### config.mk
export PLATFORM = sky130hd
export DESIGN_NAME = decode_stage
export DESIGN_NICKNAME = d
export VERILOG_FILES = /design/src/rtl/decode_stage.sv
export SDC_FILE = /design/constraint.sdc
export NUM_CORES = 1
export LEC_CHECK = 0
export BUFFER_PORTS_ARGS = -buffer_cell sky130_fd_sc_hd__buf_2
export CAP_MARGIN = 20
export CORE_MARGIN = 1.5
export CORE_UTILIZATION = 30
export CTS_BUF_LIST = sky130_fd_sc_hd__clkbuf_4 sky130_fd_sc_hd__clkbuf_8
export DETAILED_ROUTE_END_ITERATION = 10
export GPL_TIMING_DRIVEN = 1
export HOLD_SLACK_MARGIN = 0.03
export MAX_ROUTING_LAYER = met4
export SLEW_MARGIN = 30
export SYNTH_ARGS = -nofsm -noshare
export SYNTH_HDL_FRONTEND = slang
export SYNTH_SLANG_ARGS = --single-unit
export TNS_END_PERCENT = 30
### constraint.sdc
create_clock -name clock -period 0.9 [get_ports clock]
set_input_delay 0.225 -clock clock [delete_from_list [all_inputs] [get_ports clock]]
set_output_delay 0.225 -clock clock [all_outputs]
set_load 0.01 [all_outputs]
### src/rtl/decode_stage.sv
// RV32I decode stage with the ID/EX pipeline register: register-file addressing,
// control/immediate decode, same-cycle writeback bypass and the registered execute-stage bundle.
module decode_stage #(
  parameter int              XLEN     = 32,  // only 32 is supported
  parameter logic [XLEN-1:0] RESET_PC = '0
) (
  input  logic            clock,
  input  logic            reset,
  input  logic [31:0]     instr_d,
  input  logic [XLEN-1:0] pc_d,
  input  logic [XLEN-1:0] pc_plus4_d,
  input  logic            valid_d,
  output logic [4:0]      a1,
  output logic [4:0]      a2,
  input  logic [XLEN-1:0] rd1,
  input  logic [XLEN-1:0] rd2,
  input  logic            we3_w,
  input  logic [4:0]      a3_w,
  input  logic [XLEN-1:0] wd3_w,
  input  logic            stall_e,
  input  logic            flush_e,
  output logic            valid_e,
  output logic            reg_write_e,
  output logic            mem_write_e,
  output logic [1:0]      result_src_e,
  output logic            branch_e,
  output logic            jump_e,
  output logic            alu_src_a_e,
  output logic            alu_src_b_e,
  output logic [3:0]      alu_control_e,
  output logic [2:0]      funct3_e,
  output logic [XLEN-1:0] rd1_e,
  output logic [XLEN-1:0] rd2_e,
  output logic [XLEN-1:0] imm_e,
  output logic [4:0]      rs1_e,
  output logic [4:0]      rs2_e,
  output logic [4:0]      rd_e,
  output logic [XLEN-1:0] pc_e,
  output logic [XLEN-1:0] pc_plus4_e,
  output logic            illegal_e
);

  typedef enum logic [3:0] {
    ALU_ADD = 4'd0, ALU_SUB = 4'd1, ALU_AND = 4'd2, ALU_OR  = 4'd3,
    ALU_XOR = 4'd4, ALU_SLT = 4'd5, ALU_SLTU = 4'd6, ALU_SLL = 4'd7,
    ALU_SRL = 4'd8, ALU_SRA = 4'd9, ALU_PASSB = 4'd10
  } alu_op_e;

  localparam logic [6:0] OP_R      = 7'b0110011;
  localparam logic [6:0] OP_IMM    = 7'b0010011;
  localparam logic [6:0] OP_LOAD   = 7'b0000011;
  localparam logic [6:0] OP_STORE  = 7'b0100011;
  localparam logic [6:0] OP_BRANCH = 7'b1100011;
  localparam logic [6:0] OP_JAL    = 7'b1101111;
  localparam logic [6:0] OP_JALR   = 7'b1100111;
  localparam logic [6:0] OP_LUI    = 7'b0110111;
  localparam logic [6:0] OP_AUIPC  = 7'b0010111;

  typedef struct packed {
    logic            valid;
    logic            reg_write;
    logic            mem_write;
    logic [1:0]      result_src;
    logic            branch;
    logic            jump;
    logic            alu_src_a;
    logic            alu_src_b;
    logic [3:0]      alu_control;
    logic [2:0]      funct3;
    logic [XLEN-1:0] rd1;
    logic [XLEN-1:0] rd2;
    logic [XLEN-1:0] imm;
    logic [4:0]      rs1;
    logic [4:0]      rs2;
    logic [4:0]      rd;
    logic [XLEN-1:0] pc;
    logic [XLEN-1:0] pc_plus4;
    logic            illegal;
  } idex_t;

  idex_t d, q;

  function automatic alu_op_e alu_from_funct3(input logic [2:0] f3, input logic alt, input logic is_r);
    alu_op_e op;
    op = ALU_ADD;
    case (f3)
      3'b000: op = (alt && is_r) ? ALU_SUB : ALU_ADD;  // no SUBI form exists
      3'b001: op = ALU_SLL;
      3'b010: op = ALU_SLT;
      3'b011: op = ALU_SLTU;
      3'b100: op = ALU_XOR;
      3'b101: op = alt ? ALU_SRA : ALU_SRL;
      3'b110: op = ALU_OR;
      3'b111: op = ALU_AND;
    endcase
    return op;
  endfunction

  logic [6:0]      opcode;
  logic [XLEN-1:0] imm_i, imm_s, imm_b, imm_u, imm_j;
  logic [XLEN-1:0] rd1_byp, rd2_byp;

  assign opcode = instr_d[6:0];
  assign a1     = instr_d[19:15];
  assign a2     = instr_d[24:20];

  assign imm_i = {{20{instr_d[31]}}, instr_d[31:20]};
  assign imm_s = {{20{instr_d[31]}}, instr_d[31:25], instr_d[11:7]};
  assign imm_b = {{19{instr_d[31]}}, instr_d[31], instr_d[7], instr_d[30:25], instr_d[11:8], 1'b0};
  assign imm_u = {instr_d[31:12], 12'b0};
  assign imm_j = {{11{instr_d[31]}}, instr_d[31], instr_d[19:12], instr_d[20], instr_d[30:21], 1'b0};

  // x0 reads as zero; a matching non-zero writeback this cycle overrides the stale file read.
  assign rd1_byp = (a1 == 5'd0) ? '0 : (we3_w && a3_w == a1) ? wd3_w : rd1;
  assign rd2_byp = (a2 == 5'd0) ? '0 : (we3_w && a3_w == a2) ? wd3_w : rd2;

  always_comb begin
    // NOTE: assigning every field up front keeps this block free of inferred latches.
    d             = '0;
    d.valid       = 1'b1;
    d.funct3      = instr_d[14:12];
    d.rd1         = rd1_byp;
    d.rd2         = rd2_byp;
    d.rs1         = a1;
    d.rs2         = a2;
    d.rd          = instr_d[11:7];
    d.pc          = pc_d;
    d.pc_plus4    = pc_plus4_d;
    d.alu_control = ALU_ADD;
    case (opcode)
      OP_R:      begin d.reg_write = 1'b1; d.alu_control = alu_from_funct3(instr_d[14:12], instr_d[30], 1'b1); end
      OP_IMM:    begin d.reg_write = 1'b1; d.alu_src_b = 1'b1; d.imm = imm_i;
                       d.alu_control = alu_from_funct3(instr_d[14:12], instr_d[30], 1'b0); end
      OP_LOAD:   begin d.reg_write = 1'b1; d.alu_src_b = 1'b1; d.imm = imm_i; d.result_src = 2'b01; end
      OP_STORE:  begin d.mem_write = 1'b1; d.alu_src_b = 1'b1; d.imm = imm_s; end
      OP_BRANCH: begin d.branch = 1'b1; d.alu_control = ALU_SUB; d.imm = imm_b; end
      OP_JAL:    begin d.reg_write = 1'b1; d.jump = 1'b1; d.alu_src_a = 1'b1; d.alu_src_b = 1'b1;
                       d.imm = imm_j; d.result_src = 2'b10; end
      OP_JALR:   begin d.reg_write = 1'b1; d.jump = 1'b1; d.alu_src_b = 1'b1;
                       d.imm = imm_i; d.result_src = 2'b10; end
      OP_LUI:    begin d.reg_write = 1'b1; d.alu_src_b = 1'b1; d.imm = imm_u; d.alu_control = ALU_PASSB; end
      OP_AUIPC:  begin d.reg_write = 1'b1; d.alu_src_a = 1'b1; d.alu_src_b = 1'b1; d.imm = imm_u; end
      default:   d.illegal = 1'b1;
    endcase
    if (d.rd == 5'd0) d.reg_write = 1'b0;
    // A bubble only needs its side-effecting controls cleared; data fields ride along.
    if (flush_e || !valid_d) begin
      d.valid     = 1'b0;
      d.reg_write = 1'b0;
      d.mem_write = 1'b0;
      d.branch    = 1'b0;
      d.jump      = 1'b0;
      d.illegal   = 1'b0;
    end
  end

  // NOTE: sequential state uses non-blocking assignments so every flop samples pre-edge values.
  always_ff @(posedge clock or negedge reset) begin
    if (!reset) begin
      q    <= '0;
      q.pc <= RESET_PC;
    end else if (flush_e || !stall_e) begin
      q <= d;
    end
  end

  assign valid_e       = q.valid;
  assign reg_write_e   = q.reg_write;
  assign mem_write_e   = q.mem_write;
  assign result_src_e  = q.result_src;
  assign branch_e      = q.branch;
  assign jump_e        = q.jump;
  assign alu_src_a_e   = q.alu_src_a;
  assign alu_src_b_e   = q.alu_src_b;
  assign alu_control_e = q.alu_control;
  assign funct3_e      = q.funct3;
  assign rd1_e         = q.rd1;
  assign rd2_e         = q.rd2;
  assign imm_e         = q.imm;
  assign rs1_e         = q.rs1;
  assign rs2_e         = q.rs2;
  assign rd_e          = q.rd;
  assign pc_e          = q.pc;
  assign pc_plus4_e    = q.pc_plus4;
  assign illegal_e     = q.illegal;

endmodule

==> impl_metrics.ini, run 1 <==
[pwr]
max-vdd-ir-drop_mv = 0.759
p_leak_nw = 7.54
power_density_nw_per_um2 = 1380

[worst_setup_path]
cp.required_ns = 0.67
cp-endpoint = imm_e[30]
cp-start-kind = register
worstReg2RegEnd = rd1_e[6]$_DFFE_PN0P_
cp-end-kind = output pin
worstPathMaxFanout = 2
crit_path_top_delay_cell = dfrtp_1
cp.arrival_ns = 1.07
cp_top_family = flip-flops
crit_chain = buf_2
crit_type = register to output pin
crit_buf_inv = 1
reg2reg_slack_ns = -0.08
r2r-start = rd1_e[6]$_DFFE_PN0P_
r2r_cells = 4
startpoint = imm_e[30]$_DFFE_PN0P_
crit_cells = 1
cpPeakStageDelay_ns = 0.42

[synth]
synth_top_cell_by_area = dfrtp_1
synthTopCellsByCount = nand2_1 (399), dfrtp_1 (192), o211ai_1 (65)
syn-num-nets = 1176
postSynthAreaPerCell_um2 = 9.10
synth_top_area_share_pct = 54.3
yosysMostFrequentCell = nand2_1
syn_inst = 973
synth_area_leaders = dfrtp_1 (54%), nand2_1 (17%), o211ai_1 (5.5%)
postSynth.asyncResetShare_pct = 100
yosysWarnings = 0
ys_seq_area_share_pct = 54.3
syn_area_um2 = 8850
synth_flop_cell = dfrtp_1
synth.distinct_cells = 54
ys_ff_latch = 192
synth_edf_count = 0

[placed_design]
numPortBuffers = 404
place_inst = 1780
dp_slack_ns = -0.937
dp_hpwl_mm = 24.3
placed_area_um2 = 12000
gp_congestion = 0.885

[global_routing]
grt_usage_pct = 23.7
grt_pass1_vias = 9925
grt_max_degree = 92
grt_pass1_wl_mm = 54.9
grt_remaining_overflow = 0
antenna_found_initial = 2

[timing]
slew_violations = 0
skew_ns = 0
worst_pin_slew_ns = 0.429
rsz0062_at_grt = yes
min_period_ns = 1.30
max_freq_mhz = 769
setup_violations = 292
fin_setup_tns_ns = -79.16
fin_crit_sh_pct = 144
final_hold_viol_count = 0
worst_slack_ns = -0.400
max_slew_margin_pct = 71.3

[final_layout]
nets = 1841
final_cells = 2037
drive_gt1_share_pct = 39.9
area_delta_synth_final_pct = 73.2
final_cell_area_um2 = 15300
final_util_pct = 53.1

[die]
fp.dieW_um = 175
fp.coreArea_um2 = 28900
rows = 62
io_pins = 405
dieArea_um2 = 30500
initial_core_util_pct = 30.7
die_h_um = 175

[cts]
cts_tree = yes
clkLatencyLatePin_ns = 0.48
cts_root_buf = clkbuf_8
numCtsBuffers = 17
clk_path_buf_depth = 2
cts.sinks = 192
clk_pin_slew_ns = 0.13
h-tree-depth = 4

[detailed_routing]
vias = 10012
wl_per_cell_um = 17.8
vias_per_cell = 4.92
drc = 0
first_iter_violations = 554
routed_wl_mm = 36.2
drtPass1Iterations = 5
drtAntennaViolNets = 0

[run_status]
run_status = finished, violations left
violations = setup timing

[job]
maxCapViolCount = 0

[hold_path]
hold_path.startpoint = instr_d[10]
hp-class = input port to register
[where the power goes]
group,switching [mW],internal [mW]
combinational,2.55,2.63
sequential,0.399,9.26
clock,3.61,2.71
total,6.56,14.6
[cells in the final DEF (no fill, tap or decap), types with 4 or more instances in the layout]
master,netlist,final
buf_6,4,98
clkbuf_8,0,19
buf_2,25,314
nor3_1,5,4
nand2_2,0,9
nor2_1,35,34
a311oi_2,0,8
a211oi_2,11,13
a21oi_1,17,16
buf_4,13,127
dfrtp_1,192,192
nand4_1,64,64
xor2_1,8,7
a22o_1,7,7
a31oi_1,4,4
nand2_1,399,389
a22oi_1,7,7
o21ai_1,2,7
dlygate4sd3_1,0,171
buf_12,0,17
inv_6,0,6
o211ai_1,65,65
[registers in the layout, indices dropped and copies added, names as in the netlist]
register,cells
jump_e,1
alu_control_e,4
alu_src_b_e,1
illegal_e,1
rs2_e,5
funct3_e,3
alu_src_a_e,1
mem_write_e,1
pc_e,32
pc_plus4_e,32
branch_e,1
rs1_e,5
rd1_e,32
result_src_e,2
imm_e,32
rd2_e,32
rd_e,5
valid_e,1
reg_write_e,1
[per-stage QoR]
stage	total power, mW	hold slack (ns)
2_1_floorplan	11.5	-0.0706
3_3_place_gp	13.6	0.177
3_5_place_dp	13.7	0.173
4_1_cts	21.0	0.0311
5_1_grt	22.2	0.0596
6_report	21.2	0.0642
[cell type report]
class	count	area, um2
fill	2530	13500
timing repair buffer	733	5770
sequential	192	4800
multi-input combinational	692	3820
tap	384	480
clock buffer	18	248
clock inverter	14	193
inverter	2	7.51
antenna	2	5.00
[cell families (layout without fill, tap and decap cells)]
group / after synthesis / count (layout) / share of synthesized area (%)
other: 0 / 2 / 0
buffers and inverters: 89 / 767 / 5.02
xor gates and xnor gates: 11 / 11 / 1.09
DFF: 192 / 192 / 54.3
and+or+nand+nor: 532 / 532 / 25.9
AOI/OAI and AO/OA: 147 / 147 / 13.4
muxes: 2 / 2 / 0.254
[per-layer routing]
layer | global-route usage (%) | wire [um]
met1 | 28.9 | 14800
met2 | 37.6 | 17500
met3 | 4.72 | 2270
met4 | 11.2 | 1600
met5 | - | 0
[what timing repair did]
item,CTS,global route
pin swaps,20,25
endpoints found under the hold margin,330,0
setup buffers,23,29
hold buffers,171,0
resized for setup,118,59
endpoints found under the setup margin,304,338
[how the worst min path moves through the flow]
stage / to / depth (start not counted)
2_1_floorplan: alu_control_e[0]$_DFFE_PN0P_ / 0
3_3_place_gp: rd2_e[16]$_DFFE_PN0P_ / 1
3_5_place_dp: rd2_e[16]$_DFFE_PN0P_ / 1
4_1_cts: rd_e[3]$_DFFE_PN0P_ / 4
5_1_grt: rd_e[0]$_DFFE_PN0P_ / 4
6_report: rd_e[3]$_DFFE_PN0P_ / 4
Note: power is estimated with default switching activity, not from simulation.
==> run 2, diff against run 1 <==
--- a/config.mk
+++ b/config.mk
@@ -7,10 +7,10 @@
 export LEC_CHECK = 0
 export BUFFER_PORTS_ARGS = -buffer_cell sky130_fd_sc_hd__buf_2
 export CAP_MARGIN = 20
-export CORE_MARGIN = 1.5
-export CORE_UTILIZATION = 30
+export CORE_AREA = 2 2 159 161
 export CTS_BUF_LIST = sky130_fd_sc_hd__clkbuf_4 sky130_fd_sc_hd__clkbuf_8
 export DETAILED_ROUTE_END_ITERATION = 10
+export DIE_AREA = 0 0 161 163
 export GPL_TIMING_DRIVEN = 1
 export HOLD_SLACK_MARGIN = 0.03
 export MAX_ROUTING_LAYER = met4
==> run 2 against run 1 <==
The flow still finishes with violations (setup timing). Total power decreased by 0.77%. First-iteration DRC count increased by 17%. Highest routed layer unchanged. Clock power is 2% lower. Core utilization is 8.0 points higher. Clock-buffer cell count decreased by 1. Critical path depth unchanged.
==> impl_metrics.ini, run 2 (synthesis gave the netlist of run 1 again) <==
[detailed_routing]
vias = 9994
drtPass1Iterations = 5
wl_per_cell_um = 17.7
vias_per_cell = 5.06
routed_wl_mm = 35.1
drtAntennaViolNets = 0
first_iter_violations = 649
drc = 0

[cts]
cts_tree = yes
cts.sinks = 192
clk_path_buf_depth = 2
h-tree-depth = 4
numCtsBuffers = 17
clk_pin_slew_ns = 0.11
clkLatencyLatePin_ns = 0.47
cts_root_buf = clkbuf_8

[timing]
max_slew_margin_pct = 72.4
rsz0062_at_grt = yes
worst_slack_ns = -0.395
final_hold_viol_count = 0
min_period_ns = 1.29
fin_setup_tns_ns = -85.64
worst_pin_slew_ns = 0.413
fin_crit_sh_pct = 144
skew_ns = 0
setup_violations = 295
slew_violations = 0
max_freq_mhz = 772

[die]
dieArea_um2 = 26200
fp.coreArea_um2 = 24700
die_h_um = 163
rows = 58
initial_core_util_pct = 35.9
io_pins = 405
fp.dieW_um = 161

[global_routing]
grt_max_degree = 85
antenna_found_initial = 5
grt_usage_pct = 26.1
grt_pass1_vias = 9644
grt_pass1_wl_mm = 51.9
grt_remaining_overflow = 0

[final_layout]
drive_gt1_share_pct = 40.0
n_fill_cell = 2041
final_cell_area_um2 = 15100
mostFrequentLayoutCell = nand2_1
nets = 1832
layout_common_cells = nand2_1 (387), buf_2 (334), dfrtp_1 (192)
area_delta_synth_final_pct = 70.5

[pwr]
p_leak_nw = 7.48
power_density_nw_per_um2 = 1390
max-vdd-ir-drop_mv = 0.920

[placed_design]
dp_hpwl_mm = 24.0
dp_slack_ns = -0.925
placed_area_um2 = 12000
numPortBuffers = 404
gp_congestion = 0.880

[worst_setup_path]
crit_chain = buf_2
cp.required_ns = 0.67
crit_type = register to output pin
cp.arrival_ns = 1.07
reg2reg_slack_ns = -0.06
worstPathMaxFanout = 2
crit_buf_inv = 1
cp-end-kind = output pin
cp-start-kind = register
cpPeakStageDelay_ns = 0.44
crit_path_top_delay_cell = dfrtp_1
cp_top_family = flip-flops

[hold_path]
hp-class = input port to register

[run_status]
violations = setup timing
run_status = finished, violations left

[job]
maxCapViolCount = 0
[run 2: final timing paths]
kind,cells after the start,endpoint,from
min in group asynchronous,2,rd1_e[11]$_DFFE_PN0P_,reset
min reg2reg,2,pc_plus4_e[17]$_DFFE_PN0P_,pc_plus4_e[17]$_DFFE_PN0P_
max reg2reg,4,imm_e[20]$_DFFE_PN0P_,imm_e[20]$_DFFE_PN0P_
max,1,rd1_e[7],rd1_e[7]$_DFFE_PN0P_
min,3,rd1_e[22]$_DFFE_PN0P_,rd1[22]
max in group asynchronous,3,rd2_e[10]$_DFFE_PN0P_,reset
[run 2: per-layer routing]
metal	wire [um]	share of wire (%)	up-vias	GRT usage (%)
li1	-	-	4635	-
met1	14000	40	4736	32.4
met2	16700	48	516	41.3
met3	2830	8.1	107	5.96
met4	1490	4.2	0	11.4
met5	0	0	-	-
[run 2: layout make-up]
class | count | area [um2] | share of cell area (%)
inverter | 2 | 7.51 | 0.0498
antenna | 5 | 12.5 | 0.0829
multi-input combinational | 692 | 3800 | 25.2
tap | 330 | 413 | 2.74
timing repair buffer | 724 | 5600 | 37.1
clock buffer | 17 | 234 | 1.55
sequential | 192 | 4800 | 31.8
clock inverter | 15 | 211 | 1.40
[run 2: stage by stage]
stage	cells	hold WS (ns)	power (mW)	utilization, %
2_1_floorplan	973	-0.0706	11.5	-
3_3_place_gp	1728	0.111	13.7	48.7
3_5_place_dp	1728	0.115	13.7	48.7
4_1_cts	1939	0.0308	20.8	59.3
5_1_grt	1977	0.0450	21.9	61.1
6_report	1977	0.0439	21.0	61.1
[run 2: report_power, final]
part / switching [mW] / internal [mW]
sequential: 0.386 / 9.26
combinational: 2.55 / 2.61
clock: 3.74 / 2.45
total: 6.68 / 14.3
[run 2: timing repair]
action                                 in CTS  in global routing
endpoints found under the hold margin     325                  0
gates resized for setup                    88                 40
buffers inserted                           17                 33
setup endpoints to repair                 313                347
pin swaps                                  26                  9
hold buffers                              162                  0
